`src/rtl/plate_registry_if.sv`:
```
// Request/response bundle between the plate-entry stage and the plate registry.
// The tarifa signal exists only when PLATE_FEE_EN is defined.
interface plate_registry_if #(
  parameter int SLOTS  = 8,
  parameter int TIME_W = 16
);
  localparam int IW = (SLOTS > 1) ? $clog2(SLOTS) : 1;
  localparam int LW = $clog2(SLOTS + 1);

  logic [23:0]       placa;
  logic              modo;
  logic              busy;
  logic              done;
  logic [2:0]        result;
  logic [IW-1:0]     slot_idx;
  logic [TIME_W-1:0] tiempo;
  logic [LW-1:0]     libres;
`ifdef PLATE_FEE_EN
  logic [15:0]       tarifa;

  modport master (output placa, modo,
                  input  busy, done, result, slot_idx, tiempo, libres, tarifa);
  modport slave  (input  placa, modo,
                  output busy, done, result, slot_idx, tiempo, libres, tarifa);
`else
  modport master (output placa, modo,
                  input  busy, done, result, slot_idx, tiempo, libres);
  modport slave  (input  placa, modo,
                  output busy, done, result, slot_idx, tiempo, libres);
`endif
endinterface

```
`src/rtl/plate_registry.sv`:
```
// Parking table: entry stores plate+timestamp in a free slot, exit frees it and reports parked time.
// Optional fee output (tiempo*RATE, saturated) is enabled by defining PLATE_FEE_EN.
module plate_registry #(
  parameter int SLOTS    = 8,
  parameter int TICK_DIV = 50_000_000,
  parameter int TIME_W   = 16,
  parameter int RATE     = 1
) (
  input  logic            clk,
  input  logic            rst_n,
  plate_registry_if.slave bus
);
  localparam int IW = (SLOTS > 1) ? $clog2(SLOTS) : 1;
  localparam int LW = $clog2(SLOTS + 1);
  localparam int PW = (TICK_DIV > 1) ? $clog2(TICK_DIV) : 1;

  localparam logic [2:0] R_NONE     = 3'd0;
  localparam logic [2:0] R_OK_IN    = 3'd1;
  localparam logic [2:0] R_OK_OUT   = 3'd2;
  localparam logic [2:0] R_FULL     = 3'd3;
  localparam logic [2:0] R_DUP      = 3'd4;
  localparam logic [2:0] R_NOTFOUND = 3'd5;

  typedef enum logic [1:0] {IDLE, SCAN, COMMIT, REPORT} state_t;
  state_t st, st_nx;

  // time base
  logic [PW-1:0]     presc;
  logic [TIME_W-1:0] now;

  always_ff @(posedge clk or negedge rst_n) begin
    if (!rst_n) begin
      presc <= '0;
      now   <= '0;
    end else if (presc == PW'(TICK_DIV - 1)) begin
      presc <= '0;
      now   <= now + TIME_W'(1);
    end else begin
      presc <= presc + PW'(1);
    end
  end

  // table
  logic [SLOTS-1:0]  valid;
  logic [23:0]       plate_tab [SLOTS];
  logic [TIME_W-1:0] stamp_tab [SLOTS];

  // operation context
  logic [23:0]       placa_prev, lat_plate;
  logic              lat_modo;
  logic [IW-1:0]     scan_idx, hit_idx, free_idx;
  logic              hit, free_ok;
  logic [LW-1:0]     libres_q;
  logic [2:0]        pend_res;
  logic [IW-1:0]     pend_idx;
  logic [TIME_W-1:0] pend_t;

  logic trig, scan_en, commit_en, report_en, do_store, do_free;
  logic cur_match, cur_free;

  // Edge-detect on the plate word: a completed plate arriving while idle.
  assign trig = (st == IDLE) && (bus.placa != '0) && (placa_prev == '0);

  // FSM: state register
  always_ff @(posedge clk or negedge rst_n) begin
    if (!rst_n) st <= IDLE;
    else        st <= st_nx;
  end

  // FSM: next state
  always_comb begin
    st_nx = st;
    case (st)
      IDLE:    if (trig) st_nx = SCAN;
      SCAN:    if (scan_idx == IW'(SLOTS - 1)) st_nx = COMMIT;
      COMMIT:  st_nx = REPORT;
      REPORT:  st_nx = IDLE;
      default: st_nx = IDLE;
    endcase
  end

  // FSM: outputs
  always_comb begin
    scan_en   = 1'b0;
    commit_en = 1'b0;
    report_en = 1'b0;
    case (st)
      SCAN:    scan_en   = 1'b1;
      COMMIT:  commit_en = 1'b1;
      REPORT:  report_en = 1'b1;
      default: ;
    endcase
  end

  assign cur_match = valid[scan_idx] && (plate_tab[scan_idx] == lat_plate);
  assign cur_free  = !valid[scan_idx];
  assign do_store  = commit_en && !lat_modo && !hit && free_ok;
  assign do_free   = commit_en &&  lat_modo &&  hit;

  always_ff @(posedge clk or negedge rst_n) begin
    if (!rst_n) begin
      placa_prev <= '0;
      lat_plate  <= '0;
      lat_modo   <= 1'b0;
      scan_idx   <= '0;
      hit        <= 1'b0;
      hit_idx    <= '0;
      free_ok    <= 1'b0;
      free_idx   <= '0;
    end else begin
      placa_prev <= bus.placa;
      if (trig) begin
        lat_plate <= bus.placa;
        lat_modo  <= bus.modo;
        scan_idx  <= '0;
        hit       <= 1'b0;
        hit_idx   <= '0;
        free_ok   <= 1'b0;
        free_idx  <= '0;
      end else if (scan_en) begin
        scan_idx <= scan_idx + IW'(1);
        // keep the first match and the lowest free slot only
        if (cur_match && !hit) begin
          hit     <= 1'b1;
          hit_idx <= scan_idx;
        end
        if (cur_free && !free_ok) begin
          free_ok  <= 1'b1;
          free_idx <= scan_idx;
        end
      end
    end
  end

  // Payload storage needs no reset: valid gates every read.
  always_ff @(posedge clk) begin
    if (do_store) begin
      plate_tab[free_idx] <= lat_plate;
      stamp_tab[free_idx] <= now;
    end
  end

  always_ff @(posedge clk or negedge rst_n) begin
    if (!rst_n) begin
      valid    <= '0;
      libres_q <= LW'(SLOTS);
      pend_res <= R_NONE;
      pend_idx <= '0;
      pend_t   <= '0;
    end else if (commit_en) begin
      pend_idx <= '0;
      pend_t   <= '0;
      if (!lat_modo) begin
        if (hit) begin
          pend_res <= R_DUP;
          pend_idx <= hit_idx;
        end else if (!free_ok) begin
          pend_res <= R_FULL;
        end else begin
          valid[free_idx] <= 1'b1;
          libres_q        <= libres_q - LW'(1);
          pend_res        <= R_OK_IN;
          pend_idx        <= free_idx;
        end
      end else if (do_free) begin
        valid[hit_idx] <= 1'b0;
        libres_q       <= libres_q + LW'(1);
        pend_res       <= R_OK_OUT;
        pend_idx       <= hit_idx;
        pend_t         <= now - stamp_tab[hit_idx];
      end else begin
        pend_res <= R_NOTFOUND;
      end
    end
  end

  // reported outputs, held until the next done
  logic              busy_q, done_q;
  logic [2:0]        result_q;
  logic [IW-1:0]     idx_q;
  logic [TIME_W-1:0] tiempo_q;

  always_ff @(posedge clk or negedge rst_n) begin
    if (!rst_n) begin
      busy_q   <= 1'b0;
      done_q   <= 1'b0;
      result_q <= R_NONE;
      idx_q    <= '0;
      tiempo_q <= '0;
    end else begin
      busy_q <= (st != IDLE);
      done_q <= report_en;
      if (report_en) begin
        result_q <= pend_res;
        idx_q    <= pend_idx;
        tiempo_q <= pend_t;
      end
    end
  end

`ifdef PLATE_FEE_EN
  localparam int FW = TIME_W + 32;
  logic [FW-1:0] fee_prod;
  logic [15:0]   fee_sat, tarifa_q;

  assign fee_prod = FW'(pend_t) * FW'(RATE);
  assign fee_sat  = (|fee_prod[FW-1:16]) ? 16'hFFFF : fee_prod[15:0];

  always_ff @(posedge clk or negedge rst_n) begin
    if (!rst_n)         tarifa_q <= '0;
    else if (report_en) tarifa_q <= (pend_res == R_OK_OUT) ? fee_sat : 16'h0;
  end

  assign bus.tarifa = tarifa_q;
`endif

  assign bus.busy     = busy_q;
  assign bus.done     = done_q;
  assign bus.result   = result_q;
  assign bus.slot_idx = idx_q;
  assign bus.tiempo   = tiempo_q;
  assign bus.libres   = libres_q;
endmodule
```
`src/flat_wrapper.sv`:
```
// flat-port wrapper written by rule: the top's interface ports become plain ports
module plate_registry_flat 
#(
  parameter int SLOTS    = 8,
  parameter int TICK_DIV = 50_000_000,
  parameter int TIME_W   = 16,
  parameter int RATE     = 1
)
  (clk, rst_n, bus_placa, bus_modo, bus_busy, bus_done, bus_result, bus_slot_idx, bus_tiempo, bus_libres);
  plate_registry_if #(.SLOTS(SLOTS), .TIME_W(TIME_W)) bus_i ();
  input  logic clk;
  input  logic rst_n;
  input wire logic [$bits(bus_i.placa)-1:0] bus_placa;
  input wire logic [$bits(bus_i.modo)-1:0] bus_modo;
  output wire logic [$bits(bus_i.busy)-1:0] bus_busy;
  output wire logic [$bits(bus_i.done)-1:0] bus_done;
  output wire logic [$bits(bus_i.result)-1:0] bus_result;
  output wire logic [$bits(bus_i.slot_idx)-1:0] bus_slot_idx;
  output wire logic [$bits(bus_i.tiempo)-1:0] bus_tiempo;
  output wire logic [$bits(bus_i.libres)-1:0] bus_libres;
  assign bus_i.placa = bus_placa;
  assign bus_i.modo = bus_modo;
  assign bus_busy = bus_i.busy;
  assign bus_done = bus_i.done;
  assign bus_result = bus_i.result;
  assign bus_slot_idx = bus_i.slot_idx;
  assign bus_tiempo = bus_i.tiempo;
  assign bus_libres = bus_i.libres;
  plate_registry #(.SLOTS(SLOTS), .TICK_DIV(TICK_DIV), .TIME_W(TIME_W), .RATE(RATE)) u_core (.clk(clk), .rst_n(rst_n), .bus(bus_i));
endmodule
```
`config.mk`:
```
export PLATFORM = sky130hd
export DESIGN_NAME = plate_registry_flat
export DESIGN_NICKNAME = d
export VERILOG_FILES = /design/src/rtl/plate_registry_if.sv /design/src/rtl/plate_registry.sv /design/src/flat_wrapper.sv
export SDC_FILE = /design/constraint.sdc
export NUM_CORES = 1
export LEC_CHECK = 0
export ABC_AREA = 1
export CORE_ASPECT_RATIO = 0.75
export CORE_UTILIZATION = 45
export DETAILED_ROUTE_END_ITERATION = 8
export MAX_ROUTING_LAYER = met4
export PLACE_DENSITY = 0.7
export SLEW_MARGIN = 20
export SYNTH_ARGS = -nofsm -noshare
export SYNTH_HDL_FRONTEND = slang
export SYNTH_SLANG_ARGS = --single-unit
```
`constraint.sdc`:
```
create_clock -name clk -period 3.5 [get_ports clk]
set_clock_uncertainty 0.05 [all_clocks]
set_input_delay 0.7 -clock clk [delete_from_list [all_inputs] [get_ports clk]]
set_output_delay 0.7 -clock clk [all_outputs]
set_load 0.01 [all_outputs]
```
; ---- Word-level counts from Yosys, hierarchy flattened
; Memory sizes are Yosys's and may differ from the RTL's.
; Index checks and enable logic that the tools add are counted.
; W data, S select, Z words.
[op_classes]
add_sub_neg = 6
order_cmp = 5
n_eq_ne = 10
mux = 47
bitwise_logic = 3
n_reduce_logical = 28
[ops]
columns = operator, n
row1 = $mux W3, 15
row2 = $mux W16, 2
row3 = $mux W8, 4
row4 = $add A26 B1 Y26 const B, 1
row5 = $eq A26 B26 Y1 const B, 1
row6 = $mux W26, 1
row7 = $eq A24 B24 Y1, 1
row8 = $logic_not A24 Y1, 1
row9 = $reduce_bool A24 Y1, 1
row10 = $add A16 B1 Y16 const B, 1
row11 = $mux W4, 4
row12 = $sub A16 B16 Y16, 1
row13 = $mux W1, 14
row14 = $logic_and A1 B1 Y1, 12
row15 = $lt A3 B4 Y1 const B, 3
row16 = $reduce_bool A2 Y1, 5
row17 = $and A8 B8 Y8, 1
row18 = $not A8 Y8, 1
row19 = $or A8 B8 Y8, 1
row20 = $pmux W2 S4, 1
row21 = $demux W1 S3, 2
row22 = $ge A3 B1 Y1 const B, 2
row23 = $mux W2, 3
row24 = $ne A2 B1 Y1 const B, 3
row25 = 12 further kinds, 18
[word_totals]
ff_bits = 162
ram_bits = 320
in_bits = 27
n_memories = 2
[memory_table]
columns = name, depth, word_bits, rd, rd_ports_with_merged_regs, wr, line_no
row1 = u_core.plate_tab, 8, 24, 1, 0, 1, plate_registry.sv:45  ; logic [23:0] plate_tab [SLOTS];
row2 = u_core.stamp_tab, 8, 16, 1, 0, 1, plate_registry.sv:46  ; logic [TIME_W-1:0] stamp_tab [SLOTS];

; ---- Logic depth before layout (Yosys ltp)
; Gate-level depths: netlist (run 1).
[depth]
ltp_word = 8
depth_mapped = 22
ltp_nobuf = 21

; ---- Worst setup path after synthesis (run 1)
; No wires, ideal clock.
[synth_timing]
path_type = register to register
start = register u_core.st[0]
end = memory u_core.plate_tab[1][0] (enable)
arrival_ns = 3.309
required_time_ns = 3.011
setup_slack_ns = -0.298
stages_incl_launch_ff = 14
synth_period_minus_slack_ns = 3.798
cell_sequence = dfrtp_1 -> inv_1 -> ha_1 -> buf_4 -> inv_2 -> a21oi_4 -> o21ai_2 -> nor2_4 -> inv_2 -> nor2_4 -> inv_2 -> nor2_2 -> inv_2 -> nor2_1
[synth_via]
elab_chain_cells = 7
[synth_rtl]
columns = item, line_no
row1 = "start, declared", plate_registry.sv:25  ; state_t st, st_nx;
row2 = "start signal, assigned", plate_registry.sv:67  ; else st <= st_nx;
row3 = $eq A2 B2 Y1, plate_registry.sv:87  ; case (st)
row4 = $mux W1, plate_registry.sv:87
row5 = $logic_and A1 B1 Y1 (3 in series), plate_registry.sv:97  ; assign do_store = commit_en && !lat_modo && !hit && free_ok;
row6 = $mux W1, plate_registry.sv:137  ; if (do_store) begin
row7 = $mux W1 (implied by the code), plate_registry.sv:138  ; plate_tab[free_idx] <= lat_plate;
row8 = "end, declared", plate_registry.sv:45
; Every way passes these cells.

; ---- Final worst setup path (run 1)
[layout_timing]
start = register u_core.hit_idx[1]
end = register u_core.pend_t[9]
[layout_via]
elab_chain_cells = 4
[layout_rtl]
columns = item, line_no
row1 = "start, declared", plate_registry.sv:51  ; logic [IW-1:0] scan_idx, hit_idx, free_idx;
row2 = "start signal, assigned", plate_registry.sv:125  ; hit_idx <= scan_idx;
row3 = $mem_v2 Z8 W16, n/a
row4 = $sub A16 B16 Y16, plate_registry.sv:170  ; pend_t <= now - stamp_tab[hit_idx];
row5 = $mux W16, plate_registry.sv:165  ; end else if (do_free) begin
row6 = $mux W16, plate_registry.sv:153  ; if (!lat_modo) begin
row7 = "end signal, assigned", plate_registry.sv:170
row8 = "end, declared", plate_registry.sv:56  ; logic [TIME_W-1:0] pend_t;
; Every way passes these cells.
; A chain may end at the register's enable or synchronous reset.

==> out/results.txt, run 1 <==
Final HPWL DP = 32800 um
arrival time worst endpoint = 3.57 ns
Residual DRC = 0
count of flip-flops with a built-in enable after synthesis = 320
CP max-delay cell = sky130_fd_sc_hd__dfrtp_1
Synth area leader = sky130_fd_sc_hd__edfxtp_1
reg2reg setup slack = 0.33 ns
Post-CTS Setup Repair Bufs = 0
post-CTS clock slew at the launch and capture registers of the worst setup and hold paths = 0.06 ns
Synth async-reset ratio = 33.6%
kind of start point of the critical path = flop
Seq cells post-synth = 482
first-pass iteration count of the detailed router = 7
synth top area cells = sky130_fd_sc_hd__edfxtp_1 (46%), sky130_fd_sc_hd__dfrtp_1 (19%), sky130_fd_sc_hd__nand2_1 (8.1%)
number of maximum-capacitance constraint violations = 0
Post-Syn Nets = 2048
fin. max-slew vios = 0
number of clock sinks = 482
top_reg_cell synth = sky130_fd_sc_hd__edfxtp_1
unrepaired setup endpoints after global routing = no
number of global-route vias before repair = 14000
sequential fraction of design power = 43.3%
final-layout setup total negative slack = 0 ns
net switching share of the total power = 29.3%
clock latency of the later-clocked register in the worst-skew pair = 0.56 ns
area growth from synthesis to final layout = 15.0%
gate count of the mapped netlist = 1989
post-route cell area = 0.0242 mm2
via density per instance = 5.34
cell class contributing the biggest share of worst-path delay = compound AO/OA/AOI/OAI gates
area of the core = 0.0460 mm2
area of the mapped netlist = 0.0210 mm2
root buf cell = sky130_fd_sc_hd__clkbuf_16
pin count of the biggest net entering global routing = 80
data required time at the worst endpoint = 3.89 ns
diode count = 0
share of cells above drive strength 1 = 8.38%
count of pins on the block boundary = 55
CTS buffer count = 47
maximum VDD drop = 0.000426 V
global-route total usage across every layer = 22.8%
synthesis warning total = 0
syn avg cell area = 10.6 um2
pwr dens = 612 mW/mm2
internal power summed over all cells = 10.4 mW
part of the total power dissipated in the clock network = 35.8%
sum of buffers and inverters on the critical path = 3
final weighted congestion in routability-driven placement = 0.932
endpoints failing hold = 0
wire length of the first global-routing pass = 81200 um
Psw = 4.33 mW
Max Freq = 315 MHz
H-tree depth = 2
type of the tightest min-delay check = input port to async pin
Site Rows = 68
average wire length per cell after detail routing = 19.0 um
number of buffers added on ports = 54
CTS tree = done
most frequent standard cell in the layout excluding fill and tap cells = sky130_fd_sc_hd__nand2_1
kind of critical path = flop to flop
total routed wirelength = 52000 um
DIE AREA = 0.0476 mm2
Die Wd = 251 um
biggest fanout along the worst timing path = 11
placement-stage cell area = 0.0225 mm2
Detailed Route Iter0 Violations = 1621
Vert. Die Dim = 189 um
fraction of the yosys area taken by sequential cells = 65.0%
crit end category = flop
cells traversed along the worst timing path = buf_4, nor3_2, buf_4, a22o_1, a221oi_1, nand3_1, inv_1, ha_1, nand2_1, o21ai_1, a21oi_1, o21ai_1, a31oi_1, or2_0, nand3_1, nand2_1
launch point of the worst path = u_core.hit_idx[1]$_DFFE_PN0P_
vias after detailed routing = 14700
Finish-stage setup viols = 0
number of nets with antenna violations after routing = 0
Slew headroom = 36.6%
top-area cell type share of the netlist area = 45.7%
count of cell types in the netlist = 52
global-route congestion overflow total = 0
antenna violations before repair = 1
CP peak stage delay = 0.38 ns
origin of the critical flop-to-flop path = u_core.hit_idx[1]$_DFFE_PN0P_
highest-count cells in the layout ignoring fill and taps = sky130_fd_sc_hd__nand2_1 (452), sky130_fd_sc_hd__edfxtp_1 (320), sky130_fd_sc_hd__inv_1 (270), sky130_fd_sc_hd__nor2_1 (163)
result of the run = finished, final reports clean
final layout net count = 2135
leakage dissipation = 10.4 nW
Tmin final = 3.17 ns
worst-case clock buffer depth = 3
Gate power share = 20.9%
endpoint of the worst register-to-register path = u_core.pend_t[9]$_DFFE_PN0P_
actual slew at the worst max-slew pin = 0.943 ns
initial cell density of the core = 45.6%
post-route clock period utilization = 90.7%
number of cell instances on the worst register-to-register path = 16
-- cell families (layout without fill, tap and decap cells) --
kind of cell             after synthesis  after routing  share of synthesized area, %
AO/OA/AOI/OAI                        210            210                          6.22
multiplexers                          11             11                         0.590
XOR/XNOR                              31             31                          1.29
buffers and inverters                351            475                          6.84
AND/OR/NAND/NOR                      872            872                          18.0
flip-flops                           482            482                          65.0
adder cells (fa/ha/maj)               32             32                          1.98
-- area by class of cell --
| cell class | instances | area [um2] |
|---|---|---|
| tap | 630 | 788 |
| clock buffer | 67 | 1360 |
| fill | 3874 | 21900 |
| sequential | 482 | 13700 |
| multi-input combinational | 1156 | 5950 |
| clock inverter | 19 | 248 |
| timing repair buffer | 104 | 1050 |
| inverter | 285 | 1070 |
-- registers in the layout (all words and copies together), names as in the netlist, 4 cells and up --
signal,count
u_core.plate_tab,192
u_core.stamp_tab,128
u_core.presc,26
u_core.lat_plate,24
u_core.placa_prev,24
u_core.bus.tiempo,16
u_core.now,16
u_core.pend_t,16
u_core.valid,8
u_core.bus.libres,4
-- worst max path at each step --
stage                                                  end  cells past startpoint
after floorplan           u_core.plate_tab[3][0]$_DFFE_PP_                     13
after global placement     u_core.lat_plate[9]$_DFFE_PN0P_                      7
after detailed placement     u_core.pend_t[10]$_DFFE_PN0P_                     17
after CTS                    u_core.pend_t[10]$_DFFE_PN0P_                     17
after global routing         u_core.pend_t[11]$_DFFE_PN0P_                     15
final                         u_core.pend_t[9]$_DFFE_PN0P_                     16
-- power by group through the flow --
stage	clock, mW	sequential, mW	combinational (mW)
global route	5.56	6.43	3.44
floorplan	0	6.47	2.15
finish	5.28	6.40	3.09
detailed placement	0	6.51	3.05
CTS	5.34	6.40	3.07
global placement	0	6.51	2.99
-- what timing repair did --
item / CTS / global route
gates resized for setup: 0 / 7
setup endpoints to repair: 0 / 5
hold buffers: 0 / 0
-- metrics by stage --
step / setup slack [ns] / instances / hold WS, ns / power, mW / utilization [%]
final: 0.327 / 2743 / 0.160 / 14.8 / 52.5
after detailed placement: 0.108 / 2657 / 0.424 / 9.57 / 49.0
after CTS: 0.111 / 2743 / 0.177 / 14.8 / 52.5
after floorplan: 0.377 / 1989 / 0.354 / 8.61 / -
after global placement: 0.129 / 2657 / 0.420 / 9.50 / 49.0
after global routing: 0.0158 / 2743 / 0.221 / 15.4 / 52.5
-- routing by layer --
layer | part of all wire, % | vias to the layer above | GRT usage, %
met2 | 43 | 699 | 32.4
met5 | 0 | - | -
li1 | - | 6829 | -
met4 | 2.1 | 0 | 5.39
met1 | 45 | 7040 | 33.2
met3 | 10 | 92 | 5.13
-- cell usage after synthesis, types with 4 or more instances --
master and number:
sky130_fd_sc_hd__a22o_1 11, sky130_fd_sc_hd__clkbuf_1 23, sky130_fd_sc_hd__nor3_1 8, sky130_fd_sc_hd__o21a_1 4, sky130_fd_sc_hd__a21oi_1 62, sky130_fd_sc_hd__nand2_1 452
sky130_fd_sc_hd__xor2_1 22, sky130_fd_sc_hd__a221oi_1 17, sky130_fd_sc_hd__nor4_1 17, sky130_fd_sc_hd__nand3_1 158, sky130_fd_sc_hd__nand4_1 27, sky130_fd_sc_hd__mux2_2 11
sky130_fd_sc_hd__buf_6 9, sky130_fd_sc_hd__inv_1 274, sky130_fd_sc_hd__a22oi_1 20, sky130_fd_sc_hd__buf_2 29, sky130_fd_sc_hd__a31oi_1 5, sky130_fd_sc_hd__nor2_1 169
sky130_fd_sc_hd__ha_1 30, sky130_fd_sc_hd__nor3_2 7, sky130_fd_sc_hd__xnor2_1 9, sky130_fd_sc_hd__o22ai_1 4, sky130_fd_sc_hd__o32ai_1 4, sky130_fd_sc_hd__edfxtp_1 320
sky130_fd_sc_hd__o21ai_1 15, sky130_fd_sc_hd__dfrtp_1 161, sky130_fd_sc_hd__o21ai_0 48, sky130_fd_sc_hd__inv_2 7, sky130_fd_sc_hd__o211ai_1 6, sky130_fd_sc_hd__nand3b_1 17
sky130_fd_sc_hd__nor2_2 6
Power figures use the tool's default switching activity.
==> run 2: changes to the inputs <==
--- a/config.mk
+++ b/config.mk
@@ -7,10 +7,11 @@
 export LEC_CHECK = 0
 export ABC_AREA = 1
 export CORE_ASPECT_RATIO = 0.75
-export CORE_UTILIZATION = 45
+export CORE_UTILIZATION = 50
 export DETAILED_ROUTE_END_ITERATION = 8
 export MAX_ROUTING_LAYER = met4
-export PLACE_DENSITY = 0.7
+export PLACE_DENSITY = 0.76
+export SKIP_CTS_REPAIR_TIMING = 1
 export SLEW_MARGIN = 20
 export SYNTH_ARGS = -nofsm -noshare
 export SYNTH_HDL_FRONTEND = slang
==> run 2 against run 1 <==
Via count is 0.89% higher. Global-route usage is 2.6 points higher. Sequential cell count stayed put. Combinational power hardly changed.
==> out/results.txt, run 2 (synthesis gave the netlist of run 1 again) <==
post-CTS clock slew at the launch and capture registers of the worst setup and hold paths = 0.06 ns (about the same)
number of flip-flops in the largest register = 192 (unchanged)
CTS buffer count = 47 (unchanged)
pin count of the biggest net entering global routing = 116 (+45%)
number of clock sinks = 482 (unchanged)
largest reg by FF count = u_core.plate_tab
most frequent standard cell in the layout excluding fill and tap cells = sky130_fd_sc_hd__nand2_1
leakage dissipation = 10.4 nW (about the same)
Detailed Route Iter0 Violations = 1689 (+4.2%)
via density per instance = 5.53 (+3.5%)
Overall Power = 14.6 mW (-0.97%)
type of the tightest min-delay check = input port to async pin
root buf cell = sky130_fd_sc_hd__clkbuf_16
CTS tree = done
area growth from synthesis to final layout = 14.3%
kind of start point of the critical path = flop
Residual DRC = 0 (unchanged)
wire length of the first global-routing pass = 81100 um (-0.13%)
placed cells = 2587 (-2.6%)
number of cell instances on the worst register-to-register path = 16 (unchanged)
pwr dens = 609 mW/mm2 (-0.34%)
Die Wd = 239 um (-5.1%)
data required time at the worst endpoint = 3.88 ns (about the same)
total routed wirelength = 51700 um (-0.66%)
setup slack of the critical path after layout = 0.325 ns (-0.00121 ns)
number of nets with antenna violations after routing = 0 (unchanged)
number of maximum-capacitance constraint violations = 0 (unchanged)
initial cell density of the core = 51.1% (+5.5 points)
origin of the critical flop-to-flop path = u_core.hit_idx[1]$_DFFE_PN0P_
Finish-stage setup viols = 0 (unchanged)
number of cells in the finished layout apart from fillers = 2675 (-2.5%)
vias after detailed routing = 14800 (+0.89%)
kind of critical path = flop to flop
actual slew at the worst max-slew pin = 0.905 ns (-0.0376 ns)
Final HPWL DP = 32900 um (+0.34%)
count of pins on the block boundary = 55 (unchanged)
share of cells above drive strength 1 = 8.47% (+0.091 points)
arrival time worst endpoint = 3.55 ns (-0.02 ns)
area of the core = 0.0411 mm2 (-11%)
diode count = 0 (unchanged)
global-route total usage across every layer = 25.4% (+2.6 points)
Site Rows = 64 (-5.9%)
highest-count cells in the layout ignoring fill and taps = sky130_fd_sc_hd__nand2_1 (452), sky130_fd_sc_hd__edfxtp_1 (320), sky130_fd_sc_hd__inv_1 (274), sky130_fd_sc_hd__nor2_1 (163), sky130_fd_sc_hd__nand3_1 (158)
fin. max-slew vios = 0 (unchanged)
launch point of the worst path = u_core.hit_idx[1]$_DFFE_PN0P_
number of global-route vias before repair = 14200 (+1.8%)
clock latency of the later-clocked register in the worst-skew pair = 0.57 ns (about the same)
biggest fanout along the worst timing path = 8 (-3)
maximum VDD drop = 0.000722 V (+69%)
Max Freq = 315 MHz (about the same)
number of buffers added on ports = 54 (unchanged)
result of the run = finished, final reports clean
Tmin final = 3.17 ns (+0.00121 ns)
worst setup slack after placement = 0.212 ns (+0.104 ns)
DIE AREA = 0.0428 mm2 (-9.9%)
global-route congestion overflow total = 0 (unchanged)
Slew headroom = 39.7% (+3.1 points)
post-route clock period utilization = 90.7% (about the same)
final weighted congestion in routability-driven placement = 0.903 (-3.1%)
Vert. Die Dim = 180 um (-5.1%)
reg2reg setup slack = 0.33 ns (about the same)
worst-case clock buffer depth = 3 (unchanged)
crit end category = flop
final layout net count = 2134 (-0.047%)
average wire length per cell after detail routing = 19.3 um (+1.9%)
antenna violations before repair = 0 (-1)
registers with the highest flip-flop counts = u_core.plate_tab x192, u_core.stamp_tab x128, u_core.presc x26
endpoints failing hold = 0 (unchanged)
H-tree depth = 2 (unchanged)
first-pass iteration count of the detailed router = 5 (-2)
[run 2: changes by cell type in the layout (fill, tap and decap cells not counted), moves of 3 or more]
cell and delta:
sky130_fd_sc_hd__buf_12 -3, sky130_fd_sc_hd__clkbuf_8 +3, sky130_fd_sc_hd__clkinv_2 +3, sky130_fd_sc_hd__inv_1 +4, sky130_fd_sc_hd__inv_2 -4, sky130_fd_sc_hd__inv_6 +3
[run 2: layout make-up]
class	count	area, um2
well taps	561	702
flip-flops and latches	482	13700
fillers	3254	17100
multi-input cells	1156	5960
clock buffers	68	1380
inverters	285	1070
clock inverters	20	210
repair buffers	103	1010
[run 2: through the flow]
stage	TNS (ns)	hold WS, ns	util [%]	instance area, um2
2_1_floorplan	0	0.354	-	21000
3_3_place_gp	0	0.419	54.6	22400
3_5_place_dp	0	0.427	54.6	22400
4_1_cts	0	0.0815	58.4	24000
5_1_grt	-0.0179	0.0920	58.4	24000
6_report	0	0.0582	58.4	24000
[run 2: worst paths after layout]
kind,endpoint
setup reg to reg,u_core.pend_t[10]$_DFFE_PN0P_
hold / removal,u_core.bus.result[1]$_DFFE_PN0P_
setup / recovery,u_core.pend_t[10]$_DFFE_PN0P_
min in group clk,u_core.pend_t[11]$_DFFE_PN0P_
hold reg to reg,u_core.pend_t[11]$_DFFE_PN0P_
max in group asynchronous,u_core.hit_idx[1]$_DFFE_PN0P_
[run 2: worst max-delay path: stages (launching register included)]
cell and delay, ns:
sky130_fd_sc_hd__dfrtp_2 0.45, sky130_fd_sc_hd__inv_1 0.12, sky130_fd_sc_hd__nand3_1 0.13, sky130_fd_sc_hd__inv_1 0.10, sky130_fd_sc_hd__buf_4 0.18, sky130_fd_sc_hd__a22o_1 0.20, sky130_fd_sc_hd__a221oi_1 0.21, sky130_fd_sc_hd__nand4_1 0.11
sky130_fd_sc_hd__inv_1 0.12, sky130_fd_sc_hd__ha_1 0.25, sky130_fd_sc_hd__a21oi_1 0.19, sky130_fd_sc_hd__nand2_1 0.12, sky130_fd_sc_hd__a21oi_1 0.22, sky130_fd_sc_hd__o21ai_1 0.12, sky130_fd_sc_hd__a21boi_0 0.23, sky130_fd_sc_hd__xor2_1 0.16
sky130_fd_sc_hd__o21ai_0 0.08
[run 2: metal layers]
layer  share of wire, %  wire length (um)  track usage [%]  vias up
met5                  0                 0                -        -
met4                1.8               908             5.79        0
met3                9.8              5090             5.36       85
met2                 44             22900             36.9      687
met1                 44             22800             36.6     7176
li1                   -                 -                -     6843
[run 2: power breakdown]
group / switching (mW) / leakage, nW / internal [mW]
clock network: 2.14 / 0.782 / 3.03
logic: 2.08 / 4.89 / 1.04
registers: 0.122 / 4.70 / 6.21
total: 4.34 / 10.4 / 10.3
==> run 3: changes to the inputs <==
--- a/config.mk
+++ b/config.mk
@@ -11,7 +11,6 @@
 export DETAILED_ROUTE_END_ITERATION = 8
 export MAX_ROUTING_LAYER = met4
 export PLACE_DENSITY = 0.76
-export SKIP_CTS_REPAIR_TIMING = 1
 export SLEW_MARGIN = 20
 export SYNTH_ARGS = -nofsm -noshare
 export SYNTH_HDL_FRONTEND = slang
==> results of run 3 <==
Final layout, timing and power as in run 2 (identical DEF).
